`config.mk`:
```
export PLATFORM = sky130hd
export DESIGN_NAME = pa_uart_rx_mon
export DESIGN_NICKNAME = d
export VERILOG_FILES = /design/src/rtl/pa_uart_rx_mon.sv
export SDC_FILE = /design/constraint.sdc
export NUM_CORES = 1
export LEC_CHECK = 0
export CAP_MARGIN = 25
export CORE_UTILIZATION = 35
export CTS_CLUSTER_SIZE = 10
export DETAILED_ROUTE_END_ITERATION = 7
export HOLD_SLACK_MARGIN = 0.12
export RECOVER_POWER = 25
export SYNTH_ARGS = -nofsm -noshare
export SYNTH_HDL_FRONTEND = slang
export SYNTH_SLANG_ARGS = --single-unit
```
`constraint.sdc`:
```
create_clock -name clk_i -period 3.2 [get_ports clk_i]
set_clock_uncertainty 0.2 [all_clocks]
set_input_delay 0.96 -clock clk_i [delete_from_list [all_inputs] [get_ports clk_i]]
set_output_delay 0.96 -clock clk_i [all_outputs]
set_load 0.01 [all_outputs]
```
`src/rtl/pa_uart_rx_mon.sv`:
```
`default_nettype none
//==============================================================================
//  Module      : pa_uart_rx_mon
//  Description : UART receive monitor. Oversamples the asynchronous rxd line
//                with a single baud counter, frames DATA_BITS payload bits with
//                optional parity and one or two stop bits, queues good
//                characters into a small FIFO with a valid/ready read port and
//                keeps sticky frame/parity/overrun flags plus a character count.
//  Revision    : 1.0  initial release
//==============================================================================
module pa_uart_rx_mon #(
   parameter int CLK_FREQ_HZ = 50_000_000,
   parameter int BAUD        = 115_200,
   parameter int DATA_BITS   = 8,
   parameter int PARITY      = 0,
   parameter int STOP_BITS   = 1,
   parameter int FIFO_DEPTH  = 16
) (
   input  logic        clk_i,
   input  logic        rst_n_i,
   input  logic        rxd,
   input  logic        clr_i,
   input  logic        ready_i,
   output logic        valid_o,
   output logic [7:0]  data_o,
   output logic        frame_err_o,
   output logic        parity_err_o,
   output logic        overrun_o,
   output logic [15:0] char_cnt_o
);

   // Clock cycles per bit and derived widths.
   localparam int c_DIV   = CLK_FREQ_HZ / BAUD;
   localparam int c_CNT_W = $clog2(c_DIV);
   localparam int c_AW    = $clog2(FIFO_DEPTH);
   localparam int c_PW    = c_AW + 1;

   localparam logic [c_CNT_W-1:0] c_CNT_LAST = c_CNT_W'(c_DIV - 1);
   localparam logic [c_CNT_W-1:0] c_CNT_HALF = c_CNT_W'(c_DIV / 2);
   localparam logic [c_CNT_W-1:0] c_CNT_ONE  = c_CNT_W'(1);
   localparam logic [2:0]         c_BIT_LAST = 3'(DATA_BITS - 1);
   localparam logic               c_STOP_LAST = 1'(STOP_BITS - 1);
   localparam logic [c_PW-1:0]    c_PTR_ONE  = c_PW'(1);

   typedef enum logic [2:0] {
      ST_IDLE   = 3'd0,
      ST_START  = 3'd1,
      ST_DATA   = 3'd2,
      ST_PARITY = 3'd3,
      ST_STOP   = 3'd4
   } state_t;

   // Line synchronizer and edge history.
   logic               r_rxd_s1;
   logic               r_rxd_s2;
   logic               r_rxd_prev;
   logic               w_rx;

   // Frame receiver.
   state_t             r_state;
   logic [c_CNT_W-1:0] r_cnt;
   logic [2:0]         r_bit_idx;
   logic               r_stop_idx;
   logic [7:0]         r_shift;
   logic               r_par_bad;
   logic               r_stop_bad;
   logic               w_tick;
   logic               w_par_exp;

   // Frame-end events, registered one cycle after the last stop sample.
   logic               r_push_req;
   logic               r_ferr_evt;
   logic               r_perr_evt;

   // Receive FIFO.
   logic [7:0]         r_mem [FIFO_DEPTH];
   logic [c_PW-1:0]    r_wr_ptr;
   logic [c_PW-1:0]    r_rd_ptr;
   logic               w_empty;
   logic               w_full;
   logic               w_pop;
   logic               w_push;
   logic               w_ovr_evt;

   assign w_rx   = r_rxd_s2;
   assign w_tick = (r_cnt == c_CNT_LAST);

   // Expected parity bit computed from the payload collected so far; the
   // shift register is cleared at frame start so unused upper bits are 0.
   generate
      if (PARITY == 1) begin : g_par_odd
         assign w_par_exp = ~(^r_shift);
      end else begin : g_par_even
         assign w_par_exp = ^r_shift;
      end
   endgenerate

   // Two-flop synchronizer plus one history flop for falling-edge detection.
   always_ff @(posedge clk_i or negedge rst_n_i) begin
      if (!rst_n_i) begin
         r_rxd_s1   <= 1'b1;
         r_rxd_s2   <= 1'b1;
         r_rxd_prev <= 1'b1;
      end else begin
         r_rxd_s1   <= rxd;
         r_rxd_s2   <= r_rxd_s1;
         r_rxd_prev <= r_rxd_s2;
      end
   end

   // Receive state machine: start validation, mid-bit sampling, frame-end events.
   always_ff @(posedge clk_i or negedge rst_n_i) begin
      if (!rst_n_i) begin
         r_state    <= ST_IDLE;
         r_cnt      <= '0;
         r_bit_idx  <= '0;
         r_stop_idx <= 1'b0;
         r_shift    <= '0;
         r_par_bad  <= 1'b0;
         r_stop_bad <= 1'b0;
         r_push_req <= 1'b0;
         r_ferr_evt <= 1'b0;
         r_perr_evt <= 1'b0;
      end else begin
         r_push_req <= 1'b0;
         r_ferr_evt <= 1'b0;
         r_perr_evt <= 1'b0;
         case (r_state)
            ST_IDLE: begin
               r_cnt <= '0;
               // Only a true 1->0 transition starts a frame, so a line stuck
               // low after a broken frame must go high again first.
               if (r_rxd_prev && !w_rx) begin
                  r_state    <= ST_START;
                  r_shift    <= '0;
                  r_bit_idx  <= '0;
                  r_stop_idx <= 1'b0;
                  r_par_bad  <= 1'b0;
                  r_stop_bad <= 1'b0;
               end
            end
            ST_START: begin
               if (r_cnt == c_CNT_HALF) begin
                  // Restarting here puts every later sample mid-bit.
                  r_cnt   <= '0;
                  r_state <= w_rx ? ST_IDLE : ST_DATA;
               end else begin
                  r_cnt <= r_cnt + c_CNT_ONE;
               end
            end
            ST_DATA: begin
               if (w_tick) begin
                  r_cnt              <= '0;
                  r_shift[r_bit_idx] <= w_rx;
                  if (r_bit_idx == c_BIT_LAST) begin
                     r_bit_idx <= '0;
                     r_state   <= (PARITY != 0) ? ST_PARITY : ST_STOP;
                  end else begin
                     r_bit_idx <= r_bit_idx + 3'd1;
                  end
               end else begin
                  r_cnt <= r_cnt + c_CNT_ONE;
               end
            end
            ST_PARITY: begin
               if (w_tick) begin
                  r_cnt     <= '0;
                  r_par_bad <= (w_rx != w_par_exp);
                  r_state   <= ST_STOP;
               end else begin
                  r_cnt <= r_cnt + c_CNT_ONE;
               end
            end
            ST_STOP: begin
               if (w_tick) begin
                  r_cnt <= '0;
                  if (r_stop_idx == c_STOP_LAST) begin
                     r_state    <= ST_IDLE;
                     r_perr_evt <= r_par_bad;
                     if (r_stop_bad || !w_rx) begin
                        r_ferr_evt <= 1'b1;
                     end else begin
                        r_push_req <= 1'b1;
                     end
                  end else begin
                     r_stop_idx <= 1'b1;
                     if (!w_rx) begin
                        r_stop_bad <= 1'b1;
                     end
                  end
               end else begin
                  r_cnt <= r_cnt + c_CNT_ONE;
               end
            end
            default: begin
               r_state <= ST_IDLE;
               r_cnt   <= '0;
            end
         endcase
      end
   end

   // FIFO status: pointers carry one extra wrap bit to tell full from empty.
   assign w_empty   = (r_wr_ptr == r_rd_ptr);
   assign w_full    = (r_wr_ptr[c_AW] != r_rd_ptr[c_AW]) &&
                      (r_wr_ptr[c_AW-1:0] == r_rd_ptr[c_AW-1:0]);
   assign w_pop     = !w_empty && ready_i;
   // A pop in the same cycle frees the slot the new character needs.
   assign w_push    = r_push_req && (!w_full || w_pop);
   assign w_ovr_evt = r_push_req && w_full && !w_pop;

   assign valid_o = !w_empty;
   assign data_o  = w_empty ? 8'h00 : r_mem[r_rd_ptr[c_AW-1:0]];

   // FIFO storage; contents are only visible through data_o while non-empty.
   always_ff @(posedge clk_i) begin
      if (w_push) begin
         r_mem[r_wr_ptr[c_AW-1:0]] <= r_shift;
      end
   end

   // FIFO pointers and character counter.
   always_ff @(posedge clk_i or negedge rst_n_i) begin
      if (!rst_n_i) begin
         r_wr_ptr   <= '0;
         r_rd_ptr   <= '0;
         char_cnt_o <= '0;
      end else begin
         if (w_push) begin
            r_wr_ptr   <= r_wr_ptr + c_PTR_ONE;
            char_cnt_o <= char_cnt_o + 16'd1;
         end
         if (w_pop) begin
            r_rd_ptr <= r_rd_ptr + c_PTR_ONE;
         end
      end
   end

   // Sticky error flags; a new event outranks a simultaneous clear.
   always_ff @(posedge clk_i or negedge rst_n_i) begin
      if (!rst_n_i) begin
         frame_err_o  <= 1'b0;
         parity_err_o <= 1'b0;
         overrun_o    <= 1'b0;
      end else begin
         if (r_ferr_evt) begin
            frame_err_o <= 1'b1;
         end else if (clr_i) begin
            frame_err_o <= 1'b0;
         end
         if (r_perr_evt) begin
            parity_err_o <= 1'b1;
         end else if (clr_i) begin
            parity_err_o <= 1'b0;
         end
         if (w_ovr_evt) begin
            overrun_o <= 1'b1;
         end else if (clr_i) begin
            overrun_o <= 1'b0;
         end
      end
   end

endmodule
`default_nettype wire

```
# [After elaboration in Yosys (flattened, before gate mapping)]
# Memory sizes are Yosys's and may differ from the RTL's.
# Index checks and enable logic that the tools add are counted.
[word_totals] register_bits=61 ram_bits=128 input_bits=5 out_inout_bits=28 elab_cells=124 n_memories=1
[mem_list] memory="r_mem" depth=16 width=8 read_ports=1 rd_ports_with_merged_regs=0 write_ports=1 line_no="76" text="logic [7:0] r_mem [FIFO_DEPTH];"
[classes] n_addsub=5 order_cmp=2 eq_ne=20 n_mux=50 n_reduce_logical=27
[ops] cell="two-way mux 3 bit" count=10
[ops] cell="two-way mux 1 bit" count=25
[ops] cell="two-way mux 8 bit" count=3
[ops] cell="two-way mux 9 bit" count=2
[ops] cell="inequality test 2 bit (second input constant)" count=9
[ops] cell="one-hot mux 9 bit (2 select lines)" count=1
[ops] cell="adder 16 x 1 -> 16 bit (second input constant)" count=1
[ops] cell="one-hot mux 8 bit (2 select lines)" count=1
[ops] cell="one-hot mux 3 bit (5 select lines)" count=1
[ops] cell="nonzero test 2 bit" count=6
[ops] cell="adder 5 x 1 -> 5 bit (second input constant)" count=2
[ops] cell="adder 9 x 1 -> 9 bit (second input constant)" count=1
[ops] cell="equality test 9 x 8 -> 1 bit (second input constant)" count=1
[ops] cell="equality test 9 bit (second input constant)" count=1
[ops] cell="AND reduction 3 bit" count=3
[ops] cell="bitwise mux 8 bit" count=1
[ops] cell="parity 8 bit" count=1
[ops] cell="logical AND 1 bit" count=7
[ops] cell="AND reduction 7 bit" count=1
[ops] cell="equality test 3 x 2 -> 1 bit (second input constant)" count=2
[ops] cell="equality test 3 bit (second input constant)" count=2
[ops] cell="one-hot mux 1 bit (2 select lines)" count=3
[ops] cell="one-hot mux 3 bit (2 select lines)" count=1
[ops] cell="equality test 5 bit" count=1
[ops] cell="other kinds (13)" count=18

# [Longest topological paths before layout]
[logic_depth] ltp_word=7 ltp_mapped=8 ltp_nobuf=6

# [Worst setup path after synthesis]
# Ideal clock, no wire load.
[synth_timing] path_type="input to register" startpoint="in ready_i" endpoint="mem r_mem[0][0] (enable)" setup_ns=0.398 t_arrival_ns=2.286 required_time_ns=2.602 path_slack_ns=0.316 path_stages=3 path_buffers=0 path_cell_list="nand2b_1 > o21ai_1 > nor4b_1"
[synth_between] elab_chain_len=5
[synth_rtl] element="start: declaration" line_no="23" text="input logic ready_i,"
[synth_rtl] element="logical AND 1 bit" line_no="207" text="assign w_pop = !w_empty && ready_i;"
[synth_rtl] element="logical OR 1 bit" line_no="209" text="assign w_push = r_push_req && (!w_full || w_pop);"
[synth_rtl] element="logical AND 1 bit" line_no="209"
[synth_rtl] element="two-way mux 1 bit" line_no="217" text="if (w_push) begin"
[synth_rtl] element="two-way mux 1 bit (not written as such)" line_no="218" text="r_mem[r_wr_ptr[c_AW-1:0]] <= r_shift;"
[synth_rtl] element="end: declaration" line_no="76"
# No other way between the ends.

# [Final worst setup path]
[layout_timing] startpoint="reg r_rd_ptr[1]" endpoint="out data_o[5]"
[layout_between] elab_chain_len=2 elab_cells_between_ends=3 classes_between="1 x eq/ne; 1 x mux; 1 x memory"
[layout_rtl] element="start: declaration" line_no="78" text="logic [c_PW-1:0] r_rd_ptr;"
[layout_rtl] element="start signal: assignment" line_no="234" text="r_rd_ptr <= r_rd_ptr + c_PTR_ONE;"
[layout_rtl] element="memory (16 x 8 bit) or equality test 5 bit (tied branches)"
[layout_rtl] element="two-way mux 8 bit (*)" line_no="213" text="assign data_o = w_empty ? 8'h00 : r_mem[r_rd_ptr[c_AW-1:0]];"
[layout_rtl] element="end: declaration" line_no="25" text="output logic [7:0] data_o,"
# Every way passes the cells marked *; elsewhere a longest branch is shown, timed or not.

==> key figures <==
Outcome
  – Status: finished with violations
  – Failing checks: setup timing

Global routing
  – Total GRT Usage: roughly 15%
  – Initial antenna violation count: 0
  – Global-route wire length before repair: roughly 27000 um
  – Vias in the first global route: between 4000 and 5000
  – GRT overflow: 0
  – Largest net degree at the start of global routing: 33

Worst hold path
  – Worst Hold Class: reg2reg
  – Hold Path Cell Cnt: 0
  – Hold_sp: r_rxd_s1$_DFF_PN1_
  – Min-Delay Endpoint: r_rxd_s2$_DFF_PN1_

Critical path
  – CP Cell Sequence: buf_6 > buf_16 > buf_8 > mux4_2 > a22oi_2 > a21oi_2 > buf_2
  – CP required: 2040 ps
  – Critical path's top delay family: buffers and inverters
  – Max Fanout on Critical Path: 4
  – Worst setup SP type: register
  – Critical path arrival: around 2200 ps
  – Worst-case reg-to-reg path depth: 10
  – Critical Path Max Stage Delay: approximately 490 ps
  – Setup CP Type: reg2out
  – Worst R2R End: r_mem[0][5]$_DFFE_PP_
  – FF-to-FF setup slack: roughly 400 ps
  – Slowest cell on the critical path: mux4_2
  – Crit. End Element: output pin
  – Worst reg2reg path startpoint: r_rd_ptr[1]$_DFFE_PN0P_
  – CP Buf/Inv Count: 4

Finish
  – Final Util: between 40% and 50%
  – Share of layout cells above drive strength 1: between 20% and 30%
  – Syn-to-layout area delta: 23.8%
  – Antenna diodes: 0
  – Final Cell Area: 10100 um^2
  – Layout Nets: ~600

STA
  – Period minus WS final: 3310 ps
  – Slew Limit Headroom: ~25%
  – RSZ-0062 raised after global routing: yes
  – Slew Viols, Final: 0
  – Final WS setup: -113 ps
  – Final Cycle Share: 104%
  – # setup viols final: 8
  – Fmax: approximately 300 MHz
  – Final hold vios: 0
  – Slew @ Worst Pin: around 1100 ps

Placed design
  – Final HPWL DP: between 10000 and 15000 um
  – PortBufs: 32
  – Placed cell area: 9090 um^2
  – Placer Congestion: 0.803

Power and ir drop
  – Final Power: around 4.9 mW
  – VDD IR max: 0.419 mV
  – Cell Pwr Density: 491 nW/um^2
  – Lkg Pwr: ~4 nW

Floorplan
  – Die height: about 150 um
  – Initial Util: a little over a third
  – Area of the core: 22700 um^2
  – Die ar.: roughly 24000 um^2
  – Site Rows: between 50 and 60
  – Ports: 33
  – Die width: ~150 um

Routing
  – TritonRoute pass-1 iters: 4
  – Number of DRC markers after the initial detailed-route iteration: 291
  – Vias/cell: between 5 and 6
  – Routed Antenna Nets: 0
  – Final wirelength: about 17000 um
  – Vias: 4718
  – DR WL/cell: 19.7 um
  – Drt drc: 0

Clock tree
  – Clock Latency Late Sink: 440 ps
  – Reg clk slew, reported paths: ~80 ps
  – Maximum buffer depth of the clock tree: 2
  – CTS tree: yes
  – Clock sinks: 188
  – Total CTS buffers: 17
  – Post-CTS Hold Buffers: 0
  – Root Driver: clkbuf_16
  – Htree depth: 4

Yosys
  – Unique masters post-synth: 55
  – Syn_area_per_cell: between 15 and 20 um^2
  – Yosys top cell by area: edfxtp_1
  – Post-synth EDFFs: around 130
  – Sequential area share after synthesis: between 60% and 70%
  – Area contributors post-synth: edfxtp_1 (47%), dfrtp_1 (18%), mux4_2 (8.9%)
  – Post-synthesis cell area: ~8000 um^2
  – Async S/R FF share, synth: roughly a third
  – Main flop type after synthesis: edfxtp_1
  – Syn nets: 526
  – Synth top area share: 47.3%
  – Synth Instances: 511
  – Synth warn: 0
  – Number of synthesized register bits: 188

Job
  – Max-cap violations: 0
-- sequential cells by signal, summed over array words and instances, names as in the netlist, 3 cells and up --
name,cells
r_wr_ptr,5
r_mem,128
r_shift,8
r_rd_ptr,5
r_bit_idx,3
char_cnt_o,16
r_state,3
r_cnt,9
-- cells in the final DEF (no fill, tap or decap), drive strengths merged, types with 3 or more instances in the layout --
master,count
edfxtp,128
buf,64
dfrtp,57
mux4,32
xnor2,30
clkdlybuf4s50,21
inv,21
a21oi,20
clkbuf,19
a22oi,16
nand3,12
xor2,12
nand2,11
and3,11
o211ai,11
o21ai,11
nor3,10
ha,10
nor2,10
and4b,9
and4,8
o2111ai,8
nor2b,7
clkinv,6
and2,6
nand4,5
mux2,5
nor3b,5
o22ai,4
nor4b,4
a22o,3
dfstp,3
-- report_power, final --
group          switching (mW)  internal (mW)  total [mW]
Clock                    1.04           1.13        2.18
Combinational          0.0629         0.0506       0.113
Sequential             0.0459           2.60        2.65
Total                    1.15           3.78        4.94
-- layout make-up --
cell class	count	area, um^2
clock buffers	17	425
clock inverters	15	194
fillers	1984	12700
inverters	14	52.6
multi-input cells	279	2720
flip-flops and latches	188	5350
well taps	285	357
repair buffers	88	953
-- Yosys cell counts (2+ instances only) --
| library cell | count |
|---|---|
| edfxtp_1 | 128 |
| dfrtp_1 | 57 |
| mux4_2 | 32 |
| xnor2_1 | 30 |
| a21oi_1 | 19 |
| a22oi_1 | 16 |
| inv_1 | 14 |
| clkbuf_1 | 12 |
| nand3_1 | 12 |
| and3_1 | 11 |
| buf_2 | 11 |
| nand2_1 | 11 |
| o211ai_1 | 11 |
| xor2_1 | 11 |
| ha_1 | 10 |
| nor3_1 | 10 |
| and4b_1 | 9 |
| nor2_1 | 9 |
| o21ai_0 | 9 |
| and4_1 | 8 |
| o2111ai_1 | 8 |
| nor2b_1 | 7 |
| and2_1 | 5 |
| mux2_2 | 5 |
| nand4_1 | 5 |
| buf_1 | 4 |
| nor4b_1 | 4 |
| a22o_1 | 3 |
| dfstp_2 | 3 |
| nor3b_1 | 3 |
| o22ai_1 | 3 |
| a2111oi_2 | 2 |
| a21o_1 | 2 |
| a32o_1 | 2 |
| buf_4 | 2 |
| nor3b_2 | 2 |
| nor4bb_1 | 2 |
| o21ai_1 | 2 |
-- repair_timing --
item | in CTS | in global routing
pin swaps | 21 | 11
endpoints found under the hold margin | 0 | 0
gates resized for setup | 70 | 13
endpoints found under the setup margin | 9 | 9
gates cloned | 2 | 0
setup buffers | 20 | 1
-- how the worst max path moves through the flow --
stage,start,end,slack (ps),cells after the start
floorplan,ready_i,r_mem[0][0]$_DFFE_PP_,320,3
CTS,r_rd_ptr[1]$_DFFE_PN0P_,data_o[1],-120,7
global route,r_rd_ptr[1]$_DFFE_PN0P_,data_o[2],-190,7
global placement,r_rd_ptr[1]$_DFFE_PN0P_,data_o[4],20,5
detailed placement,r_rd_ptr[1]$_DFFE_PN0P_,data_o[4],7,5
finish,r_rd_ptr[1]$_DFFE_PN0P_,data_o[5],-110,7
-- kinds of logic after synthesis --
group / after synthesis / synth area share (%)
XOR/XNOR: 43 / 4.90
flip-flops: 188 / 65.9
multiplexers: 37 / 9.57
AND/OR/NAND/NOR: 106 / 8.51
adder cells (fa/ha/maj): 10 / 1.54
AO/OA/AOI/OAI: 83 / 7.29
buffers and inverters: 44 / 2.31
-- stage by stage --
stage	instances	hold WS (ps)	setup TNS, ps	worst slack [ps]
after floorplan	511	145	0	316
after detailed placement	833	151	0	6.58
after global placement	833	147	0	15.5
final	886	166	-672	-113
after CTS	887	163	-774	-121
after global routing	886	170	-1290	-189
-- worst register-to-register path: cells and delay by family, from the launching register on --
| kind | cells | cell delay, ps |
|---|---|---|
| buf+inv | 6 | 970 |
| simple gates | 2 | 530 |
| flops | 1 | 440 |
| compound gates | 1 | 230 |
| xor+xnor | 1 | 140 |
-- layer usage --
layer	up-vias	global-route usage (%)	routed length [um]
li1	2163	-	-
met1	2455	21.0	8280
met2	88	24.7	8330
met3	12	3.28	642
met4	0	4.81	169
met5	-	0	0
No activity file was read; power rests on OpenSTA's default activity.
